File: config.mk
export PLATFORM = sky130hd
export DESIGN_NAME = twos_com_rx
export DESIGN_NICKNAME = d
export VERILOG_FILES = /design/src/rtl/twos_com_rx.sv
export SDC_FILE = /design/constraint.sdc
export NUM_CORES = 1
export LEC_CHECK = 0
export CORE_UTILIZATION = 47
export DETAILED_ROUTE_END_ITERATION = 16
export PLACE_DENSITY = 0.7
export REMOVE_ABC_BUFFERS = 1
export SLEW_MARGIN = 30
export SYNTH_ARGS = -nofsm -noshare
export SYNTH_HDL_FRONTEND = slang
export SYNTH_SLANG_ARGS = --single-unit
File: constraint.sdc
create_clock -name clk -period 1.46 [get_ports clk]
set_input_delay 0.365 -clock clk [delete_from_list [all_inputs] [get_ports clk]]
set_output_delay 0.365 -clock clk [all_outputs]
set_load 0.02 [all_outputs]
File: src/rtl/twos_com_rx.sv
// ---------------------------------------------------------------------------
// twos_com_rx
//   Serial receiver for the LSB-first stream produced by twos_com. Collects
//   WIDTH bits into a parallel word and offers it on a valid/ready port.
//
//   Optional feature macro: TWOS_COM_RX_DECODE_EN
//     defined   - each bit is passed through the serial two's-complement rule
//                 before storage, so dout recovers the converter's operand.
//     undefined - dout is the raw received word.
//
// Parameters:
//   WIDTH       bits per frame (>= 2)
// Ports:
//   clk         rising-edge clock
//   reset_n     asynchronous active-low reset
//   start       frame-start strobe, coincident with bit 0
//   sin         serial data, LSB first
//   dout_ready  consumer accepts dout when high with dout_valid
//   dout        assembled word
//   dout_valid  dout holds an unconsumed word
//   busy        frame in progress
//   overrun     sticky: a completed word was dropped (cleared only by reset)
// ---------------------------------------------------------------------------
module twos_com_rx #(
    parameter int WIDTH = 8
) (
    input  logic             clk,
    input  logic             reset_n,
    input  logic             start,
    input  logic             sin,
    input  logic             dout_ready,
    output logic [WIDTH-1:0] dout,
    output logic             dout_valid,
    output logic             busy,
    output logic             overrun
);

    localparam int CW = $clog2(WIDTH);
    localparam logic [CW-1:0] LAST = CW'(WIDTH - 1);

    typedef enum logic {
        IDLE  = 1'b0,
        SHIFT = 1'b1
    } state_t;

    state_t           r_state;
    logic [CW-1:0]    r_cnt;
    logic [WIDTH-1:0] r_shift;
    logic [WIDTH-1:0] r_dout;
    logic             r_valid;
    logic             r_overrun;
`ifdef TWOS_COM_RX_DECODE_EN
    logic             r_seen;
`endif

    logic             w_take;
    logic [CW-1:0]    w_idx;
    logic             w_bit;
    logic             w_last;
    logic [WIDTH-1:0] w_word;

    // A start (in IDLE or as a restart in SHIFT) always takes bit 0 and
    // discards any partial word; w_word is the register contents including
    // this cycle's bit, so completion can load it directly.
    always_comb begin
        w_take = start || (r_state == SHIFT);
        w_idx  = start ? '0 : r_cnt;
`ifdef TWOS_COM_RX_DECODE_EN
        // the start bit is always evaluated with seen_one cleared
        w_bit  = (r_seen && !start) ? ~sin : sin;
`else
        w_bit  = sin;
`endif
        w_word        = start ? '0 : r_shift;
        w_word[w_idx] = w_bit;
        w_last        = w_take && (w_idx == LAST);
    end

    always_ff @(posedge clk or negedge reset_n) begin
        if (!reset_n) begin
            r_state   <= IDLE;
            r_cnt     <= '0;
            r_shift   <= '0;
            r_dout    <= '0;
            r_valid   <= 1'b0;
            r_overrun <= 1'b0;
`ifdef TWOS_COM_RX_DECODE_EN
            r_seen    <= 1'b0;
`endif
        end else begin
            if (w_take) begin
                r_shift <= w_word;
                if (w_last) begin
                    r_state <= IDLE;
                    r_cnt   <= '0;
                end else begin
                    r_state <= SHIFT;
                    r_cnt   <= w_idx + 1'b1;
                end
`ifdef TWOS_COM_RX_DECODE_EN
                r_seen <= w_last ? 1'b0 : ((r_seen && !start) || sin);
`endif
            end

            // A completion either loads (slot free or being consumed this
            // edge) or is dropped and flagged; otherwise ready just drains.
            if (w_last) begin
                if (!r_valid || dout_ready) begin
                    r_dout  <= w_word;
                    r_valid <= 1'b1;
                end else begin
                    r_overrun <= 1'b1;
                end
            end else if (dout_ready) begin
                r_valid <= 1'b0;
            end
        end
    end

    assign dout       = r_dout;
    assign dout_valid = r_valid;
    assign busy       = (r_state == SHIFT);
    assign overrun    = r_overrun;

endmodule
==> out/qor.csv <==
stage,metric,value,unit
die,io_pins,16,
die,initial_core_util,52.4,%
clocking,htreeDepth,1,
synthesis,netlist_area,1070,um2
timing,tightest_slew,0.276,ns
setup_path,ff2ff_path_depth,4,
synthesis,syn_area_per_cell,12.0,um2
clocking,clock_path_buffers,2,
synthesis,yosysTopAreaCell,dfrtp_1,
setup_path,worstPathArrival,1.65,ns
setup_path,start_kind,register,
place,dp_hpwl,1.35,mm
global_route,grt_pass1_vias,745,
clocking,postCtsHoldBufs,0,
setup_path,crit_type,register to register,
place,placed_area,1340,um2
setup_path,path_common_cell,mux2_2,
power,power_density,1090,nW/um2
job,drv_cap,0,
setup_path,rr_startpoint,r_cnt[0]$_DFFE_PN0N_,
setup_path,crit_end,dout[2]$_DFFE_PN0P_,
timing,final-setup-viol-count,0,
finish,final_cell_mix,"18 x dfrtp_1, 13 x buf_4, 12 x mux2_2, 11 x dlygate4sd2_1, 8 x nor2_1",
setup_path,slowest_delay,0.42,ns
timing,rsz0062_at_grt,yes,
global_route,grt_max_degree,22,
power,power_leakage,0.700,nW
detailed_routing,drt_iter0_drc,9,
setup_path,reg2reg_to,dout[2]$_DFFE_PN0P_,
finish,final_cell_area,1410,um2
timing,drv_slew,0,
timing,relSlewSlack,81.4,%
clocking,cts_root_buf,clkbuf_4,
setup_path,slowest_stage,dfrtp_1,
detailed_routing,num_vias,765,
synthesis,synth-seq-cells,21,
worst_hold_path,min_path_type,input pin to async pin,
setup_path,worstSetupStartpoint,r_cnt[0]$_DFFE_PN0N_,
finish,syn_to_final_growth,31.9,%
timing,finClkSkew,0.00684,ns
power,peakVddDrop,0.760,mV
die,die_w,49.7,um
global_route,overflow,0,
timing,finalHoldViolCount,0,
place,io_buffers,15,
timing,post-route-period-util,98.4,%
power,total_power,1.54,mW
timing,timing.hold.ws,0.377,ns
setup_path,reg2reg_slack,0.02,ns
clocking,worstSkewPairLatency,0.31,ns
clocking,clkSinkCount,21,
detailed_routing,wl_per_cell,13.9,um
clocking,clkTransAtPathRegs,0.12,ns
place,globalplace.congestion,0.768,
detailed_routing,ant_nets,0,
global_route,grt.total_usage,19.9,%
global_route,grt_pass1_wl,3.59,mm
place,dp.cells,137,
detailed_routing,viasPerCell,5.31,
finish,antenna_cells,0,
detailed_routing,wl,2.00,mm
synthesis,synthCells,89,
finish,layout.cells.non_filler,144,
finish,final_common_cell,dfrtp_1,
clocking,cts_tree,done,
finish,post-route-util,69.1,%
setup_path,worstPathMaxFanout,14,
finish,nNetsFinal,123,
synthesis,synth_top_area_share,49.1,%
detailed_routing,first_pass_iters,4,
global_route,antenna_found_initial,0,
finish,drive_gt1_share,42.7,%
setup_path,worstPathRequired,1.67,ns
die,core,2040,um2
synthesis,ys_top_cells_by_area,"dfrtp_1 49%, mux2_2 16%, mux2i_1 4.7%",
die,rows,16,
clocking,cts_buffers,3,
die,dieArea,2470,um2
run_status,outcome,"finished, final reports clean",
setup_path,cp-end-kind,register,
die,die_h,49.7,um
synthesis,yosysSeqAreaShare,49.1,%
timing,period_needed,1.44,ns
setup_path,path_cells,"buf_12, nor3b_2, mux2_2, mux2_2",
finish,fillers,177,
synthesis,yosysUniqueCellTypes,28,
detailed_routing,drc_errors,0,
synthesis,ys_warn_count,0,
timing,clock.fmax,696,MHz
[routing by layer]
layer  vias to the layer above  global-route usage [%]  wire length (um)
met3                         4                    3.70                61
li1                        373                       -                 -
met1                       377                    26.9               960
met4                         0                    8.57                31
met2                        11                    31.1               951
met5                         -                       0                 0
[area by class of cell]
class | count | area (um2) | share of cell area (%)
clock inverter | 1 | 5.00 | 0.355
clock buffer | 3 | 22.5 | 1.60
inverter | 1 | 3.75 | 0.266
sequential | 21 | 529 | 37.5
timing repair buffer | 32 | 292 | 20.7
tap | 27 | 33.8 | 2.39
multi-input combinational | 59 | 526 | 37.2
[stage by stage]
| step | TNS [ns] | setup WS, ns |
|---|---|---|
| 2_1_floorplan | -1.06 | -0.133 |
| 3_3_place_gp | -2.97 | -0.324 |
| 3_5_place_dp | -3.09 | -0.346 |
| 4_1_cts | -0.00905 | -0.00905 |
| 5_1_grt | -0.126 | -0.0305 |
| 6_report | 0 | 0.0237 |
[synth_stat cells]
cell and number:
clkbuf_1 2, nand4_4 1, a21o_1 3, buf_2 3, nor4bb_1 1, mux2_2 15, inv_1 1, buf_4 1
nand3b_1 3, or2b_1 1, buf_6 1, and4bb_2 1, nand3_1 2, xor2_1 1, and2b_1 1, nand2_1 2
nor3b_1 3, or2_2 2, nor2_1 8, o31ai_1 1, clkbuf_4 1, mux2i_1 5, nor3_4 1, nand4_1 1
nand4b_1 3, a21oi_1 3, a31oi_1 1, dfrtp_1 21
[registers in the layout, indices dropped and copies added (netlist names)]
signal / flops
overrun: 1
dout: 8
r_shift: 7
busy: 1
dout_valid: 1
r_cnt: 3
[kinds of logic after synthesis]
kind of cell	synth area share, %
flops	49.1
buf+inv	4.91
mux	20.5
compound gates	4.80
simple gates	19.9
xor+xnor	0.819
[worst max-delay path, delay by kind of cell, from the launching register on]
family | cells | cell delay [ns]
and+or+nand+nor | 1 | 0.17
buffers and inverters | 1 | 0.15
muxes | 2 | 0.60
DFF | 1 | 0.42
[worst min path at each step]
stage	start	end	slack, ns	cells past startpoint
2_1_floorplan	reset_n	busy$_DFFE_PN0N_	0.07	0
3_3_place_gp	overrun$_DFFE_PN0P_	overrun$_DFFE_PN0P_	0.44	1
3_5_place_dp	overrun$_DFFE_PN0P_	overrun$_DFFE_PN0P_	0.45	1
4_1_cts	reset_n	overrun$_DFFE_PN0P_	0.38	2
5_1_grt	reset_n	r_shift[1]$_DFFE_PN0N_	0.41	2
6_report	reset_n	r_shift[1]$_DFFE_PN0N_	0.38	2
[report_power, final]
group	total [mW]	switching (mW)	internal, mW
Sequential	0.733	0.0621	0.671
Combinational	0.526	0.247	0.279
Clock	0.285	0.183	0.102
Total	1.54	0.492	1.05
[what timing repair did]
action	4_1_cts	5_1_grt
buffers inserted	2	1
pin swaps	1	1
endpoints found under the setup margin	19	10
resized for setup	22	5
Note: power is estimated with default switching activity, not from simulation.
